## src/rtl/mux_arb_n.sv

```systemverilog
// N-channel registered mux/arbiter with a ready/valid output stage and forced-select mode.
// Define MUX_ARB_RR_EN for round-robin arbitration in mode 0; otherwise the lowest valid index wins.
module mux_arb_n #(
  parameter int N  = 6,
  parameter int W  = 8,
  parameter int SW = $clog2(N)
) (
  input  logic            clk,
  input  logic            rst,
  input  logic [N*W-1:0]  din,
  input  logic [N-1:0]    din_vld,
  output logic [N-1:0]    din_rdy,
  input  logic            mode,
  input  logic [SW-1:0]   s,
  output logic [W-1:0]    y,
  output logic            y_vld,
  input  logic            y_rdy,
  output logic [SW-1:0]   y_ch
);

  logic [N-1:0]  grant;
  logic [SW-1:0] sel;
  logic          s_ok;
  logic          out_free;
  logic          load;

  logic [W-1:0]  y_q, y_d;
  logic          y_vld_q, y_vld_d;
  logic [SW-1:0] y_ch_q, y_ch_d;

`ifdef MUX_ARB_RR_EN
  logic [SW-1:0] ptr_q, ptr_d;
  logic          found;
  int            k;
`endif

  assign s_ok = (32'(s) < N);

  always_comb begin
    grant = '0;
    sel   = '0;
`ifdef MUX_ARB_RR_EN
    found = 1'b0;
    k     = 0;
`endif
    if (mode) begin
      if (s_ok && din_vld[s]) begin
        grant[s] = 1'b1;
        sel      = s;
      end
    end else begin
`ifdef MUX_ARB_RR_EN
      // Search starts at the pointer and wraps; the first valid channel wins.
      for (int j = 0; j < N; j++) begin
        k = int'(ptr_q) + j;
        if (k >= N) k = k - N;
        if (!found && din_vld[k]) begin
          found    = 1'b1;
          grant[k] = 1'b1;
          sel      = SW'(k);
        end
      end
`else
      for (int i = N - 1; i >= 0; i--) begin
        if (din_vld[i]) begin
          grant    = '0;
          grant[i] = 1'b1;
          sel      = SW'(i);
        end
      end
`endif
    end
  end

  assign out_free = !y_vld_q || y_rdy;
  assign load     = out_free && (grant != '0) && !rst;
  assign din_rdy  = (out_free && !rst) ? grant : '0;

  always_comb begin
    y_d     = y_q;
    y_ch_d  = y_ch_q;
    y_vld_d = y_vld_q;
    if (load) begin
      y_d     = din[int'(sel)*W +: W];
      y_ch_d  = sel;
      y_vld_d = 1'b1;
    end else if (y_rdy) begin
      y_vld_d = 1'b0;
    end
  end

`ifdef MUX_ARB_RR_EN
  // Only arbitrated loads advance the pointer; forced selects leave it alone.
  always_comb begin
    ptr_d = ptr_q;
    if (load && !mode) begin
      ptr_d = (int'(sel) == N - 1) ? '0 : sel + 1'b1;
    end
  end

  always_ff @(posedge clk or posedge rst) begin
    if (rst) ptr_q <= '0;
    else     ptr_q <= ptr_d;
  end
`endif

  always_ff @(posedge clk or posedge rst) begin
    if (rst) begin
      y_q     <= '0;
      y_vld_q <= 1'b0;
      y_ch_q  <= '0;
    end else begin
      y_q     <= y_d;
      y_vld_q <= y_vld_d;
      y_ch_q  <= y_ch_d;
    end
  end

  assign y     = y_q;
  assign y_vld = y_vld_q;
  assign y_ch  = y_ch_q;

endmodule

```

## config.mk

```make
export PLATFORM = sky130hd
export DESIGN_NAME = mux_arb_n
export DESIGN_NICKNAME = d
export VERILOG_FILES = /design/src/rtl/mux_arb_n.sv
export SDC_FILE = /design/constraint.sdc
export NUM_CORES = 1
export LEC_CHECK = 0
export ABC_CLOCK_PERIOD_IN_PS = 2630
export CORE_MARGIN = 1.5
export CORE_UTILIZATION = 42
export CTS_BUF_LIST = sky130_fd_sc_hd__clkbuf_8
export DETAILED_ROUTE_END_ITERATION = 8
export PLACE_DENSITY = 0.89
export SYNTH_ARGS = -nofsm -noshare
export SYNTH_HDL_FRONTEND = slang
export SYNTH_SLANG_ARGS = --single-unit
```

## constraint.sdc

```tcl
create_clock -name clk -period 2.63 [get_ports clk]
set_input_delay 0.3945 -clock clk [delete_from_list [all_inputs] [get_ports clk]]
set_output_delay 0.3945 -clock clk [all_outputs]
set_load 0.05 [all_outputs]
```

# ---- Word-level counts from Yosys, hierarchy flattened
# Index checks and enable logic that the tools add are counted.
# W data, S select, Z words.
dict set report word_totals {
  memories 0
  ramBits 0
  elab_cells 40
  out_inout_bits 18
  ff_bits 12
  in_bits 61
  latchBits 0
  romBits 0
}
dict set report op_classes {
  bitwise_logic 0
  eq_ne 0
  n_lt_le_gt_ge 3
  n_addsub 0
  muxes 23
  n_reduce_logical 10
  div 0
  shifts 1
  n_mul 0
}
# operator n
set ops {}
lappend ops {{$mux W6} 9}
lappend ops {{$shiftx A48 B7 Y8} 1}
lappend ops {{$mux W3} 8}
lappend ops {{$reduce_bool A6 Y1} 1}
lappend ops {{$logic_and A1 B1 Y1} 5}
lappend ops {{$lt A3 B4 Y1 const B} 1}
lappend ops {{$mux W1} 4}
lappend ops {{$bmux W1 S3} 1}
lappend ops {{$demux W1 S3} 1}
lappend ops {{$ge A3 B1 Y1 const B} 1}
lappend ops {{$lt A3 B3 Y1 const B} 1}
lappend ops {{$logic_not A1 Y1} 2}
lappend ops {{$reduce_bool A2 Y1} 1}
lappend ops {{$logic_or A1 B1 Y1} 1}

# ---- Logic depth before layout (Yosys ltp)
# Gate-level depths: netlist (run 1).
dict set report logic_depth {
  depth_word 11
  ltp_mapped 9
  ltp_nobuf 5
}

# ---- Least setup slack after synthesis (run 1)
# OpenSTA, ideal clock, no wires.
dict set report synth_timing {
  kind {input -> output}
  start {input din_vld[1]}
  end {output din_rdy[3]}
  required_time_ns 2.236
  slack_ns -0.001
  n_path_buf 1
  cell_stages 5
  arrival_time_ns 2.237
  cell_sequence {or3_1 o22ai_1 clkbuf_1 a21oi_1 nor2_1}
}
dict set report synth_via {
  elab_chain_len 6
  word_cells_on_any_way 8
  classes_between {mux: 7; reduce/logical: 1}
}
# item line
set synth_rtl {}
lappend synth_rtl {{start, declared} 11} ;# input logic [N-1:0] din_vld,
lappend synth_rtl {{$bmux W1 S3} 47} ;# if (s_ok && din_vld[s]) begin
lappend synth_rtl {{$mux W1 (not written as such)} 47}
lappend synth_rtl {{$logic_and A1 B1 Y1} 47}
lappend synth_rtl {{$mux W6} 47}
lappend synth_rtl {{$mux W6 (*)} 46} ;# if (mode) begin
lappend synth_rtl {{$mux W6 (*)} 77} ;# assign din_rdy = (out_free && !rst) ? grant : '0;
lappend synth_rtl {{end, declared} 12} ;# output logic [N-1:0] din_rdy,
# Every way passes the cells marked *; elsewhere a longest branch is shown, timed or not. The select of a mux whose other input is x is not followed.

# ---- Final worst setup path (run 1)
# Same ends and word-level chain as after synthesis.

==> run_results.csv, run 1 <==
group,metric,value,unit
outcome,status,"complete, no violations",
timing,skew,0.000744,ns
timing,slew_violations,0,
detailed_routing,drt_iter0_markers,95,
timing,fmax,0.397,GHz
clock_network,cts_buffers,3,
min_path,hold_path_class,"in -> async",
yosys,yosysTopAreaCellShare,22.9,%
yosys,ys_ff_latch,12,
global_route,gr-total-overflow,0,
cells_and_area,instances_no_fill,286,
placement,hpwl,3500,um
clock_network,root_buffer,"clkbuf_8",
timing,maxSlewHeadroom,65.6,%
worst_setup_path,crit_slowest_cell,"clkdlybuf4s50_1",
yosys,synth_flop_cell,"dfrtp_1",
cells_and_area,layout.cells.most_common,"clkdlybuf4s50_1",
timing,finalSetupViolCount,0,
yosys,synth_edf_count,0,
timing,tns,0,ns
worst_setup_path,r2r_cells,6,
cells_and_area,drive_above_1_share,17.8,%
global_route,grt_start_max_net_pins,34,
global_route,grt_usage,27.6,%
power_and_ir_drop,power_density,443,mW/mm^2
floorplan,die_h,58.8,um
worst_setup_path,r2r_slack,0.92,ns
yosys,synth.distinct_cells,37,
worst_setup_path,worstReg2RegEnd,"y[2]",
yosys,syn_inst,163,
cells_and_area,diodes,0,
detailed_routing,detail_route.wl_per_cell,16.0,um
global_route,antenna_found_initial,0,
timing,worstMarginPinSlew,0.514,ns
floorplan,ioPinCount,79,
cells_and_area,area_growth_syn_to_layout,80.3,%
floorplan,std_cell_rows,20,
detailed_routing,drc,0,
floorplan,core-area,0.00300,mm^2
yosys,synth-async-reset-ratio,100,%
detailed_routing,wirelength,4590,um
yosys,avgSynthCellArea,8.03,um^2
yosys,ys_warn_count,0,
yosys,syn_nets,224,
detailed_routing,drt_pass1_iterations,4,
placement,dp.cells,282,
worst_setup_path,cp-start-kind,"primary input",
worst_setup_path,r2r-start,"y_vld",
clock_network,cts_sinks,12,
worst_setup_path,worstPathArrival,2.13,ns
global_route,grt_pass1_vias,1670,
timing,hold_viol_final,0,
worst_setup_path,critPathRequiredTime,2.24,ns
clock_network,htreeDepth,1,
placement,gp_congestion,0.879,
yosys,yosys.area.top_type,"dfrtp_1",
placement,io_buffer_count,78,
placement,dp_slack,-0.0647,ns
timing,setup_ws,0.109,ns
run,timing.max_cap.violations,0,
floorplan,dieArea,0.00346,mm^2
power_and_ir_drop,power_leakage,0.927,nW
worst_setup_path,crit_type,"in -> out",
clock_network,post_cts_buffers,0,
clock_network,cts_max_path_buffers,2,
cells_and_area,fin_util,78.6,%
detailed_routing,via_count,1712,
timing,min_period,2.52,ns
worst_setup_path,max_stage_delay,0.47,ns
cells_and_area,nets,315,
clock_network,clock_insertion_delay_worst_skew,0.24,ns
clock_network,path_clk_slew,0.05,ns
yosys,seq_area_frac_synth,22.9,%
power_and_ir_drop,ir_drop,0.000319,V
clock_network,cts_tree,"done",
worst_setup_path,crit_fanout,13,
worst_setup_path,critPathCaptureType,"output pin",
floorplan,start_util,43.6,%
global_route,grt_pass1_wl,7370,um
worst_setup_path,worstPathCellList,"clkdlybuf4s50_1 > or3_1 > o22ai_1 > buf_4 > a21oi_1 > nor2_2 > buf_12",
timing,fin_crit_sh,95.9,%
timing,rsz0062_at_grt,"true",
floorplan,die_w,58.8,um
yosys,synth_area,0.00131,mm^2
yosys,yosys-top-cells-area,"dfrtp_1, nor4b_1, o311ai_0",
cells_and_area,layout_common_cells,"clkdlybuf4s50_1, buf_4, inv_1, nor4b_1, o311ai_0",
detailed_routing,drtAntennaViolNets,0,
detailed_routing,via_per_inst,5.99,
-- power breakdown --
| group | internal, W | total, W | switching, W |
|---|---|---|---|
| combinational | 0.000263 | 0.000582 | 0.000319 |
| clock | 0.000132 | 0.000203 | 0.0000706 |
| sequential | 0.000230 | 0.000260 | 0.0000297 |
| total | 0.000626 | 0.00105 | 0.000420 |
-- how the worst max path moves through the flow --
stage                    start         end  slack (ns)  cells past startpoint
CTS                 din_vld[1]  din_rdy[3]        0.13                      7
floorplan           din_vld[1]  din_rdy[3]        0.21                      5
global placement          s[2]        y[2]       -0.04                      7
global route        din_vld[1]  din_rdy[3]       -0.01                      7
detailed placement  din_vld[1]        y[0]       -0.06                      7
finish              din_vld[1]  din_rdy[3]        0.11                      7
-- cell type report --
cell class              count  area, um^2
multi-input cells         113         860
clock buffers               4        55.1
well taps                  33        41.3
inverters                  22        82.6
flip-flops and latches     12         300
repair buffers            102        1020
fillers                   219         643
-- worst max-delay path: cells and delay by family --
family	cells	cell delay [ns]
compound gates	2	0.28
buf+inv	3	0.82
simple gates	2	0.61
-- cell usage after synthesis (all sizes together), types with 2 or more instances --
| cell type | instances |
|---|---|
| nor2b | 4 |
| o31a | 8 |
| o311ai | 16 |
| a21oi | 5 |
| o22ai | 2 |
| dfrtp | 12 |
| or3 | 2 |
| nand2 | 4 |
| nor4b | 17 |
| o21ai | 9 |
| inv | 22 |
| nor2 | 7 |
| o221ai | 8 |
| a21o | 2 |
| a211oi | 8 |
| clkbuf | 12 |
| mux2 | 4 |
| and3 | 2 |
| buf | 4 |
| a31oi | 3 |
-- registers in the layout, summed over array words and instances, names as in the netlist --
register,cells
y_vld,1
y,8
y_ch,3
-- kinds of logic (layout without fill, tap and decap cells) --
logic type	after synthesis	count (layout)	share of synthesized area (%)
AND/OR/NAND/NOR	44	44	22.6
buffers and inverters	38	128	12.4
multiplexers	5	5	4.49
AO/OA/AOI/OAI	64	64	37.6
flip-flops	12	12	22.9
-- metrics by stage --
| step | cell area (um^2) | hold slack [ns] | power [W] |
|---|---|---|---|
| final | 2360 | 0.496 | 0.00105 |
| after global routing | 2360 | 0.546 | 0.00109 |
| after CTS | 2350 | 0.507 | 0.00105 |
| after detailed placement | 2300 | 0.509 | 0.000839 |
| after global placement | 2300 | 0.494 | 0.000829 |
| after floorplan | 1310 | 0.259 | 0.000575 |
-- repair_timing --
action                     4_1_cts  5_1_grt
hold buffers                     0        0
setup endpoints to repair        0        2
resized for setup                0        2
-- per-layer routing --
metal / routed length (um) / vias up / GRT usage (%)
li1: - / 830 / -
met1: 1910 / 793 / 34.3
met2: 2300 / 81 / 48.3
met3: 298 / 8 / 5.27
met4: 78 / 0 / 7.79
met5: 0 / - / 0
Power figures use the tool's default switching activity.
==> run 2: changes to the inputs <==
--- a/config.mk
+++ b/config.mk
@@ -11,6 +11,7 @@
 export CTS_BUF_LIST = sky130_fd_sc_hd__clkbuf_8
 export DETAILED_ROUTE_END_ITERATION = 8
 export PLACE_DENSITY = 0.89
+export SKIP_CTS_REPAIR_TIMING = 1
 export SYNTH_ARGS = -nofsm -noshare
 export SYNTH_HDL_FRONTEND = slang
 export SYNTH_SLANG_ARGS = --single-unit
==> results of run 2 <==
Final layout, timing and power as in run 1 (identical DEF).
==> run 3: changes to the inputs <==
--- a/config.mk
+++ b/config.mk
@@ -6,11 +6,12 @@
 export NUM_CORES = 1
 export LEC_CHECK = 0
 export ABC_CLOCK_PERIOD_IN_PS = 2630
+export CAP_MARGIN = 20
 export CORE_MARGIN = 1.5
-export CORE_UTILIZATION = 42
+export CORE_UTILIZATION = 50
 export CTS_BUF_LIST = sky130_fd_sc_hd__clkbuf_8
 export DETAILED_ROUTE_END_ITERATION = 8
-export PLACE_DENSITY = 0.89
+export DONT_BUFFER_PORTS = 1
 export SKIP_CTS_REPAIR_TIMING = 1
 export SYNTH_ARGS = -nofsm -noshare
 export SYNTH_HDL_FRONTEND = slang
==> run_results.csv, run 3 (synthesis gave the netlist of run 1 again) <==
group,metric,value,unit
timing,maxSlewHeadroom,53.9,%
detailed_routing,wirelength,3840,um
timing,skew,0.00235,ns
floorplan,ioPinCount,79,
min_path,hold_path_class,"in -> async",
global_route,gr-total-overflow,0,
worst_setup_path,r2r_slack,0.50,ns
worst_setup_path,worstPathCellList,"a21o_1 > inv_1 > and3_1",
placement,dp.cells,186,
power_and_ir_drop,combinationalPowerShare,24.1,%
worst_setup_path,r2r-start,"y_vld",
timing,fmax,0.464,GHz
worst_setup_path,worstPathArrival,1.76,ns
power_and_ir_drop,intPower,0.000413,W
floorplan,die_h,54.2,um
power_and_ir_drop,power_density,563,mW/mm^2
placement,gp_congestion,0.780,
cells_and_area,instances_no_fill,189,
timing,min_period,2.16,ns
cells_and_area,nets,222,
clock_network,htreeDepth,1,
placement,io_buffer_count,0,
timing,slew_violations,0,
detailed_routing,dr_wl_met3,351,um
power_and_ir_drop,power_leakage,0.523,nW
clock_network,clock_insertion_delay_worst_skew,0.24,ns
global_route,grt_pass1_vias,1148,
cells_and_area,diodes,0,
power_and_ir_drop,clockPowerShare,21.9,%
clock_network,root_buffer,"clkbuf_8",
global_route,grt_start_max_net_pins,34,
detailed_routing,drtAntennaViolNets,0,
timing,worstMarginPinSlew,0.689,ns
power_and_ir_drop,swShare,47.3,%
detailed_routing,via_count,1338,
worst_setup_path,critPathCaptureType,"output pin",
worst_setup_path,max_stage_delay,0.57,ns
power_and_ir_drop,ir_drop,0.000408,V
clock_network,cts_max_path_buffers,2,
power_and_ir_drop,power.switching,0.000371,W
floorplan,start_util,52.8,%
worst_setup_path,critPathRequiredTime,2.24,ns
worst_setup_path,crit_fanout,9,
floorplan,std_cell_rows,18,
detailed_routing,via_per_inst,7.08,
timing,tns,0,ns
floorplan,dieArea,0.00293,mm^2
worst_setup_path,worstReg2RegEnd,"y[1]",
cells_and_area,largest_reg_flops,8,
cells_and_area,fillers,243,
timing,rsz0062_at_grt,"false",
placement,dp_slack,0.224,ns
timing,finalSetupViolCount,0,
global_route,grt_pass1_wl,5620,um
detailed_routing,drt_pass1_iterations,4,
timing,setup_ws,0.473,ns
detailed_routing,top_layer,"met4",
global_route,grt_usage,26.9,%
cells_and_area,layout.cells.most_common,"inv_1",
detailed_routing,drc,0,
cells_and_area,layout_common_cells,"inv_1, nor4b_1, o311ai_0, dfrtp_1, o21ai_0",
timing,hold_viol_final,0,
detailed_routing,detail_route.wl_per_cell,20.3,um
placement,hpwl,2840,um
detailed_routing,wl_met1,1520,um
cells_and_area,area_growth_syn_to_layout,6.41,%
floorplan,die_w,54.2,um
worst_setup_path,crit_slowest_cell,"dfrtp_1",
timing,fin_crit_sh,82.0,%
timing,holdWs,0.0525,ns
outcome,status,"complete, no violations",
clock_network,cts_buffers,3,
cells_and_area,drive_above_1_share,13.2,%
worst_setup_path,cp-start-kind,"flop",
clock_network,path_clk_slew,0.05,ns
global_route,antenna_found_initial,0,
run,timing.max_cap.violations,0,
detailed_routing,drt_iter0_markers,35,
worst_setup_path,r2r_cells,4,
worst_setup_path,crit_type,"reg -> out",
clock_network,cts_sinks,12,
clock_network,cts_tree,"done",
floorplan,core-area,0.00248,mm^2
power_and_ir_drop,seq_power_share,54.0,%
detailed_routing,wl_met2,1920,um
==> run 3: through the flow <==
stage                     util, %  total power (W)  area (um^2)
after global routing         56.2         0.000829         1390
after detailed placement     54.5         0.000618         1350
after global placement       54.5         0.000610         1350
final                        56.2         0.000784         1390
after floorplan                 -         0.000575         1310
after CTS                    56.2         0.000787         1390
==> run 3: metal layers <==
layer,track usage [%],vias to the layer above
met5,0,-
met4,7.50,0
met3,6.67,4
met2,46.0,69
met1,33.4,627
li1,-,638
==> run 3: critical path, delay by kind of cell (launching register included) <==
kind,cells,cell delay (ns)
compound gates,1,0.36
buf+inv,1,0.11
flops,1,0.57
simple gates,1,0.47
==> run 3: how the worst max path moves through the flow <==
stage | end | startpoint | depth (start not counted)
global route | y[1] | din_vld[1] | 5
finish | din_rdy[2] | y_vld | 3
global placement | y[1] | din_vld[1] | 5
floorplan | din_rdy[3] | din_vld[1] | 5
CTS | din_rdy[2] | y_vld | 3
detailed placement | y[1] | s[2] | 5
==> run 3: power groups by stage <==
stage | logic (W) | clock network, W | registers, W
2_1_floorplan | 0.000161 | 0 | 0.000415
3_3_place_gp | 0.000182 | 0 | 0.000428
3_5_place_dp | 0.000190 | 0 | 0.000428
4_1_cts | 0.000190 | 0.000172 | 0.000425
5_1_grt | 0.000213 | 0.000185 | 0.000431
6_report | 0.000189 | 0.000172 | 0.000424
==> run 3: layout make-up <==
type	count	area [um^2]	share of cell area, %
Clock buffer	3	41.3	2.96
Multi-Input combinational cell	113	851	61.1
Tap cell	30	37.5	2.70
Inverter	22	82.6	5.93
Sequential cell	12	300	21.6
Timing Repair Buffer	9	80.1	5.75
